File: src/rtl/chirp_profile_sequencer_if.sv
// Bus between the pulse controller and chirp_profile_sequencer: table config, chirp handshake, status.
// With CHIRP_DWELL_EN defined the bus also carries cfg_wr_dwell.
`timescale 1ns/1ps
interface chirp_profile_sequencer_if #(
  parameter int NUM_PROFILES = 8
);
  localparam int AW = $clog2(NUM_PROFILES);

  logic          cfg_wr_en;
  logic [AW-1:0] cfg_wr_addr;
  logic [95:0]   cfg_wr_data;
`ifdef CHIRP_DWELL_EN
  logic [15:0]   cfg_wr_dwell;
`endif
  logic [AW:0]   cfg_num_active;
  logic          seq_enable;
  logic          seq_restart;
  logic          chirp_req;
  logic          chirp_ready;
  logic          chirp_done;
  logic          err_clear;
  logic          chirp_init;
  logic [127:0]  chirp_parameters_out;
  logic [AW-1:0] profile_idx;
  logic          seq_busy;
  logic          timeout_err;
  logic          req_overrun;

  modport master (
`ifdef CHIRP_DWELL_EN
    output cfg_wr_dwell,
`endif
    output cfg_wr_en, cfg_wr_addr, cfg_wr_data, cfg_num_active,
    output seq_enable, seq_restart, chirp_req, chirp_ready, chirp_done, err_clear,
    input  chirp_init, chirp_parameters_out, profile_idx, seq_busy, timeout_err, req_overrun
  );

  modport slave (
`ifdef CHIRP_DWELL_EN
    input  cfg_wr_dwell,
`endif
    input  cfg_wr_en, cfg_wr_addr, cfg_wr_data, cfg_num_active,
    input  seq_enable, seq_restart, chirp_req, chirp_ready, chirp_done, err_clear,
    output chirp_init, chirp_parameters_out, profile_idx, seq_busy, timeout_err, req_overrun
  );
endinterface

File: src/rtl/chirp_profile_sequencer.sv
// Per-pulse chirp parameter scheduler: loads a profile, settles, fires chirp_init, waits for chirp_done.
// Optional macro CHIRP_DWELL_EN: each profile repeats dwell+1 chirps before advancing.
`timescale 1ns/1ps
module chirp_profile_sequencer #(
  parameter int NUM_PROFILES   = 8,
  parameter int SETTLE_CYCLES  = 4,
  parameter int TIMEOUT_CYCLES = 65535
) (
  input  logic                    clk_fmc150,
  input  logic                    aresetn,
  chirp_profile_sequencer_if.slave bus
);
  localparam int AW = $clog2(NUM_PROFILES);
  localparam int CW = AW + 1;
  localparam int SW = (SETTLE_CYCLES > 1) ? $clog2(SETTLE_CYCLES) : 1;
  localparam int TW = $clog2(TIMEOUT_CYCLES + 1);
  localparam logic [95:0] DEF_ENTRY = {32'h0000_0600, 32'h0000_0001, 32'h0000_0fff};

  typedef enum logic [2:0] {S_IDLE, S_LOAD, S_SETTLE, S_FIRE, S_WAIT} state_t;

  logic [95:0]   r_table [NUM_PROFILES];
  state_t        r_state;
  logic [AW-1:0] r_idx;
  logic [SW-1:0] r_settle;
  logic [TW-1:0] r_tmo;
  logic [127:0]  r_params;
  logic          r_init;
  logic          r_tmo_err;
  logic          r_ovr;

  logic [CW-1:0] w_eff;
  logic [CW-1:0] w_inc;
  logic [AW-1:0] w_next_idx;
  logic          w_advance;

`ifdef CHIRP_DWELL_EN
  logic [15:0]   r_dwell_tab [NUM_PROFILES];
  logic [15:0]   r_dwell_cnt;
  logic          r_dwell_live;

  always_ff @(posedge clk_fmc150) begin
    if (!aresetn) begin
      for (int i = 0; i < NUM_PROFILES; i++) r_dwell_tab[i] <= '0;
    end else if (bus.cfg_wr_en) begin
      r_dwell_tab[bus.cfg_wr_addr] <= bus.cfg_wr_dwell;
    end
  end

  assign w_advance = (r_dwell_cnt == 16'd0);
`else
  assign w_advance = 1'b1;
`endif

  // Entries are only sampled in LOAD, so writes never disturb a chirp already running.
  always_ff @(posedge clk_fmc150) begin
    if (!aresetn) begin
      for (int i = 0; i < NUM_PROFILES; i++) r_table[i] <= DEF_ENTRY;
    end else if (bus.cfg_wr_en) begin
      r_table[bus.cfg_wr_addr] <= bus.cfg_wr_data;
    end
  end

  always_comb begin
    w_eff = bus.cfg_num_active;
    if (bus.cfg_num_active == '0)
      w_eff = CW'(1);
    else if (bus.cfg_num_active > CW'(NUM_PROFILES))
      w_eff = CW'(NUM_PROFILES);
  end

  // Wrap also covers an index left beyond a count that was lowered mid-rotation.
  assign w_inc      = {1'b0, r_idx} + CW'(1);
  assign w_next_idx = (w_inc >= w_eff) ? '0 : w_inc[AW-1:0];

  always_ff @(posedge clk_fmc150) begin
    if (!aresetn) begin
      r_state   <= S_IDLE;
      r_idx     <= '0;
      r_settle  <= '0;
      r_tmo     <= '0;
      r_params  <= {32'b0, DEF_ENTRY};
      r_init    <= 1'b0;
      r_tmo_err <= 1'b0;
      r_ovr     <= 1'b0;
`ifdef CHIRP_DWELL_EN
      r_dwell_cnt  <= '0;
      r_dwell_live <= 1'b0;
`endif
    end else begin
      r_init <= 1'b0;
      if (bus.err_clear) begin
        r_tmo_err <= 1'b0;
        r_ovr     <= 1'b0;
      end
      if (bus.chirp_req && (r_state != S_IDLE))
        r_ovr <= 1'b1;

      if (bus.seq_restart) begin
        r_state <= S_IDLE;
        r_idx   <= '0;
`ifdef CHIRP_DWELL_EN
        r_dwell_cnt  <= '0;
        r_dwell_live <= 1'b0;
`endif
      end else begin
        case (r_state)
          S_IDLE: begin
            if (bus.seq_enable && bus.chirp_req && bus.chirp_ready)
              r_state <= S_LOAD;
          end
          S_LOAD: begin
            r_params <= {32'b0, r_table[r_idx]};
            r_settle <= SW'(SETTLE_CYCLES - 1);
            r_state  <= S_SETTLE;
`ifdef CHIRP_DWELL_EN
            if (!r_dwell_live) begin
              r_dwell_cnt  <= r_dwell_tab[r_idx];
              r_dwell_live <= 1'b1;
            end
`endif
          end
          S_SETTLE: begin
            if (r_settle == '0) begin
              r_state <= S_FIRE;
              r_init  <= 1'b1;
            end else begin
              r_settle <= r_settle - SW'(1);
            end
          end
          S_FIRE: begin
            r_tmo   <= '0;
            r_state <= S_WAIT;
          end
          S_WAIT: begin
            if (bus.chirp_done) begin
              r_state <= S_IDLE;
              if (w_advance) r_idx <= w_next_idx;
`ifdef CHIRP_DWELL_EN
              if (w_advance) r_dwell_live <= 1'b0;
              else           r_dwell_cnt  <= r_dwell_cnt - 16'd1;
`endif
            end else if (r_tmo == TW'(TIMEOUT_CYCLES - 1)) begin
              r_state   <= S_IDLE;
              r_tmo_err <= 1'b1;
`ifdef CHIRP_DWELL_EN
              r_dwell_cnt  <= '0;
              r_dwell_live <= 1'b0;
`endif
            end else begin
              r_tmo <= r_tmo + TW'(1);
            end
          end
          default: r_state <= S_IDLE;
        endcase
      end
    end
  end

  assign bus.chirp_init           = r_init;
  assign bus.chirp_parameters_out = r_params;
  assign bus.profile_idx          = r_idx;
  assign bus.seq_busy             = (r_state != S_IDLE);
  assign bus.timeout_err          = r_tmo_err;
  assign bus.req_overrun          = r_ovr;
endmodule

File: src/flat_wrapper.sv
// flat-port wrapper written by rule: the top's interface ports become plain ports
module chirp_profile_sequencer_flat 
#(
  parameter int NUM_PROFILES   = 8,
  parameter int SETTLE_CYCLES  = 4,
  parameter int TIMEOUT_CYCLES = 65535
)
  (clk_fmc150, aresetn, bus_cfg_wr_en, bus_cfg_wr_addr, bus_cfg_wr_data, bus_cfg_num_active, bus_seq_enable, bus_seq_restart, bus_chirp_req, bus_chirp_ready, bus_chirp_done, bus_err_clear, bus_chirp_init, bus_chirp_parameters_out, bus_profile_idx, bus_seq_busy, bus_timeout_err, bus_req_overrun);
  chirp_profile_sequencer_if #(.NUM_PROFILES(NUM_PROFILES)) bus_i ();
  input  logic clk_fmc150;
  input  logic aresetn;
  input wire logic [$bits(bus_i.cfg_wr_en)-1:0] bus_cfg_wr_en;
  input wire logic [$bits(bus_i.cfg_wr_addr)-1:0] bus_cfg_wr_addr;
  input wire logic [$bits(bus_i.cfg_wr_data)-1:0] bus_cfg_wr_data;
  input wire logic [$bits(bus_i.cfg_num_active)-1:0] bus_cfg_num_active;
  input wire logic [$bits(bus_i.seq_enable)-1:0] bus_seq_enable;
  input wire logic [$bits(bus_i.seq_restart)-1:0] bus_seq_restart;
  input wire logic [$bits(bus_i.chirp_req)-1:0] bus_chirp_req;
  input wire logic [$bits(bus_i.chirp_ready)-1:0] bus_chirp_ready;
  input wire logic [$bits(bus_i.chirp_done)-1:0] bus_chirp_done;
  input wire logic [$bits(bus_i.err_clear)-1:0] bus_err_clear;
  output wire logic [$bits(bus_i.chirp_init)-1:0] bus_chirp_init;
  output wire logic [$bits(bus_i.chirp_parameters_out)-1:0] bus_chirp_parameters_out;
  output wire logic [$bits(bus_i.profile_idx)-1:0] bus_profile_idx;
  output wire logic [$bits(bus_i.seq_busy)-1:0] bus_seq_busy;
  output wire logic [$bits(bus_i.timeout_err)-1:0] bus_timeout_err;
  output wire logic [$bits(bus_i.req_overrun)-1:0] bus_req_overrun;
  assign bus_i.cfg_wr_en = bus_cfg_wr_en;
  assign bus_i.cfg_wr_addr = bus_cfg_wr_addr;
  assign bus_i.cfg_wr_data = bus_cfg_wr_data;
  assign bus_i.cfg_num_active = bus_cfg_num_active;
  assign bus_i.seq_enable = bus_seq_enable;
  assign bus_i.seq_restart = bus_seq_restart;
  assign bus_i.chirp_req = bus_chirp_req;
  assign bus_i.chirp_ready = bus_chirp_ready;
  assign bus_i.chirp_done = bus_chirp_done;
  assign bus_i.err_clear = bus_err_clear;
  assign bus_chirp_init = bus_i.chirp_init;
  assign bus_chirp_parameters_out = bus_i.chirp_parameters_out;
  assign bus_profile_idx = bus_i.profile_idx;
  assign bus_seq_busy = bus_i.seq_busy;
  assign bus_timeout_err = bus_i.timeout_err;
  assign bus_req_overrun = bus_i.req_overrun;
  chirp_profile_sequencer #(.NUM_PROFILES(NUM_PROFILES), .SETTLE_CYCLES(SETTLE_CYCLES), .TIMEOUT_CYCLES(TIMEOUT_CYCLES)) u_core (.clk_fmc150(clk_fmc150), .aresetn(aresetn), .bus(bus_i));
endmodule
File: config.mk
export PLATFORM = sky130hd
export DESIGN_NAME = chirp_profile_sequencer_flat
export DESIGN_NICKNAME = d
export VERILOG_FILES = /design/src/rtl/chirp_profile_sequencer_if.sv /design/src/rtl/chirp_profile_sequencer.sv /design/src/flat_wrapper.sv
export SDC_FILE = /design/constraint.sdc
export NUM_CORES = 1
export LEC_CHECK = 0
export ABC_AREA = 1
export CELL_PAD_IN_SITES_DETAIL_PLACEMENT = 1
export CELL_PAD_IN_SITES_GLOBAL_PLACEMENT = 2
export CORE_UTILIZATION = 42
export DETAILED_ROUTE_END_ITERATION = 10
export MAX_ROUTING_LAYER = met4
export PLACE_DENSITY_LB_ADDON = 0.1
export REMOVE_ABC_BUFFERS = 1
export SLEW_MARGIN = 0
export SYNTH_ARGS = -nofsm -noshare
export SYNTH_HDL_FRONTEND = slang
export SYNTH_SLANG_ARGS = --single-unit
File: constraint.sdc
create_clock -name clk_fmc150 -period 12.3 [get_ports clk_fmc150]
set_input_delay 3.69 -clock clk_fmc150 [delete_from_list [all_inputs] [get_ports clk_fmc150]]
set_output_delay 3.69 -clock clk_fmc150 [all_outputs]
set_load 0.005 [all_outputs]
==> results.py <==
metrics = {
    "run_status": {
        "outcome": "finished clean",
    },
    "placed_design": {
        "dp_hpwl_um": 69970,
        "place_ws_ns": 3.915,
        "globalplace.congestion": 0.8135,
        "dpl-instance-area_um2": 40770,
        "io_buffers": 214,
    },
    "grt": {
        "antenna_found_initial": 1,
        "grtUsageTotal_pct": 28.22,
        "grt_pass1_wl_um": 188100,
        "grt_pass1_vias": 30392,
        "grt_max_degree": 134,
        "gr-total-overflow": 0,
    },
    "logic_synthesis": {
        "synth_ff_type": "edfxtp_1",
        "synthTopCellsByArea": "edfxtp_1 (61%), nor2_1 (11%), dfxtp_1 (6.5%), o21ai_0 (6.2%), nand2_1 (2.9%)",
        "synth_warnings": 0,
        "seq_area_frac_synth_pct": 67.28,
        "syn_area_per_cell_um2": 10.31,
        "netlist_instances": 3678,
        "synth_top_area_share_pct": 60.79,
        "netlist_area_um2": 37940,
        "synth_enable_flop_cells": 768,
        "ys_ff_latch": 891,
        "yosysTopAreaCell": "edfxtp_1",
        "synth_cell_types": 38,
        "synthArstFlopShare_pct": 0,
    },
    "timing": {
        "slew_headroom_pct": 3.896,
        "fin_ws_ns": 4.511,
        "period_needed_ns": 7.789,
        "worst_pin_slew_ns": 1.442,
        "final-hold-violation-count": 0,
        "rsz0062_at_grt": "false",
        "fin_setup_tns_ns": 0,
        "finalSetupViolCount": 0,
        "finalMaxSlewViolations": 0,
        "finalCritPeriodShare_pct": 63.33,
        "fmax_mhz": 128.4,
        "skew_ns": 0.02644,
        "hold_ws_ns": 0.4696,
    },
    "clock_tree": {
        "clk_latency_ns": 0.66,
        "cts_resized": 0,
        "htreeDepth": 3,
        "clock_path_buffers": 3,
        "cts_hold_buffers": 0,
        "cts_tree": "yes",
        "cts_setup_buffers": 0,
        "cts_buffers": 98,
        "clock_sinks": 891,
        "clk_pin_slew_ns": 0.06,
        "root_buffer": "clkbuf_16",
    },
    "setup_path": {
        "critPathKind": "in2reg",
        "cp_max_fo": 63,
        "critPathLaunchType": "input pin",
        "path_buf_inv": 3,
        "crit_slowest_cell": "nand2_4",
        "arrival_ns": 8.06,
        "cpMostUsedCell": "buf_4",
        "worstPathRequired_ns": 12.57,
        "critical_path.top_delay_family": "simple AND/OR/NAND/NOR gates",
        "cp_cell_sequence": "buf_4 -> nand3_1 -> nor2_1 -> clkinv_2 -> nand2_4 -> buf_4",
        "end_kind": "flop",
        "slowest_delay_ns": 1.07,
    },
    "worst_hold_path": {
        "hp-class": "reg2reg",
    },
    "detailed_routing": {
        "routed_wirelength_um": 125700,
        "drt_iter0_drc": 2118,
        "vias": 28649,
        "firstDrtPassIters": 5,
        "ant_nets": 0,
        "wl_per_cell_um": 24.98,
        "via_per_inst": 5.694,
        "drc": 0,
    },
    "cells_and_area": {
        "fillCellCount": 9641,
        "seq_area_um2": 25540,
        "drive_gt1_share_pct": 6.729,
        "fin_area_um2": 44130,
        "multi_input_area_um2": 10760,
        "nets": 3900,
        "synthToLayoutAreaGrowth_pct": 16.33,
    },
    "power_and_ir_drop": {
        "p_leak_nw": 15.96,
        "p_total_mw": 6.870,
        "powerDensity_nw_per_um2": 155.7,
        "ir_drop_mv": 0.1100,
    },
    "floorplanning": {
        "ios": 247,
        "dieArea_um2": 91530,
        "start_util_pct": 42.66,
        "core_area_um2": 88920,
        "dieHeight_um": 302.5,
        "rows": 109,
        "die_w_um": 302.5,
    },
    "job": {
        "max-cap-violations": 0,
    },
}
[cell type report]
type / count / area share (%)
sequential: 891 / 57.86
multi-input combinational: 2391 / 24.38
clock buffer: 133 / 6.339
timing repair buffer: 258 / 5.597
tap: 1165 / 3.303
clock inverter: 51 / 1.259
inverter: 140 / 1.250
antenna: 2 / 0.01134
[final timing paths]
check                                                   startpoint                                  end  slack (ns)  depth (start not counted)
worst max-delay path                                       aresetn                u_core.r_table[5][34]        4.51                          6
worst min register to register  u_core.bus.chirp_parameters_out[4]   u_core.bus.chirp_parameters_out[4]        0.47                          2
worst min-delay path            u_core.bus.chirp_parameters_out[4]   u_core.bus.chirp_parameters_out[4]        0.47                          2
worst max register to register           u_core.bus.profile_idx[0]  u_core.bus.chirp_parameters_out[69]        8.18                          7
[cells in the final DEF, fill, tap and decap left out, types with 3 or more instances in the layout]
cell type,n
buf_4,45
a21oi_2,10
nand4_1,7
o21ai_0,468
nor3_1,4
clkbuf_8,15
clkdlybuf4s50_1,213
bufinv_16,10
nand2_1,281
inv_6,3
dfxtp_1,120
nand3_1,37
inv_1,125
o21bai_1,6
clkinv_1,11
o22ai_1,162
o211ai_1,31
clkinvlp_4,4
clkbuf_16,101
a21oi_1,191
edfxtp_1,768
conb_1,32
nor2_1,1115
clkinv_2,29
nand2_2,13
nand2_4,10
dfxtp_4,3
xor2_1,3
ha_1,8
clkbuf_1,17
[cells in the mapped netlist, drive strengths merged (2+ instances only)]
cell / instances
a22oi: 2
nand2: 305
o22ai: 162
ha: 8
edfxtp: 768
nand3: 37
a21oi: 201
inv: 139
o211ai: 31
nand4: 8
clkbuf: 190
o21ai: 470
xor2: 3
o21bai: 6
nor3: 5
buf: 97
dfxtp: 123
nor2: 1117
[per-layer routing]
| layer | track usage [%] | wire length [um] | vias up |
|---|---|---|---|
| li1 | - | - | 12838 |
| met1 | 36.54 | 54510 | 14820 |
| met2 | 47.39 | 62270 | 819 |
| met3 | 3.330 | 6308 | 172 |
| met4 | 6.688 | 2574 | 0 |
| met5 | - | 0 | - |
[stage by stage]
step,utilization [%],cells
floorplan,-,3422
global placement,45.85,4845
detailed placement,45.85,4845
CTS,49.62,5029
global route,49.62,5029
finish,49.63,5031
[flip-flops by register name (all words and copies together), names as in the netlist]
name	flops
u_core.bus.chirp_init	1
u_core.r_table	768
u_core.bus.profile_idx	3
u_core.r_state	3
u_core.bus.chirp_parameters_out	96
u_core.bus.timeout_err	1
u_core.r_settle	2
u_core.r_tmo	16
u_core.bus.req_overrun	1
[power by group]
group          total, mW  internal [mW]  switching [mW]
sequential          3.50           3.45          0.0490
clock               3.06           1.81            1.26
combinational      0.308         0.0834           0.224
total               6.87           5.34            1.53
[tightest hold or removal path, delay by kind of cell (launching register included)]
kind	cells	cell delay (ns)
AOI/OAI and AO/OA	1	0.07
DFF	1	0.32
and+or+nand+nor	1	0.06
[kinds of logic (layout without fill, tap and decap cells)]
logic type | after synthesis | in the layout | share of synthesized area [%]
AOI/OAI and AO/OA | 874 | 874 | 12.47
xor gates and xnor gates | 4 | 4 | 0.09236
adders and majority gates | 8 | 8 | 0.2639
buffers and inverters | 427 | 582 | 4.851
DFF | 891 | 891 | 67.28
other | 1 | 34 | 0.009885
and+or+nand+nor | 1473 | 1473 | 15.04
(Power assumes the default switching activity.)
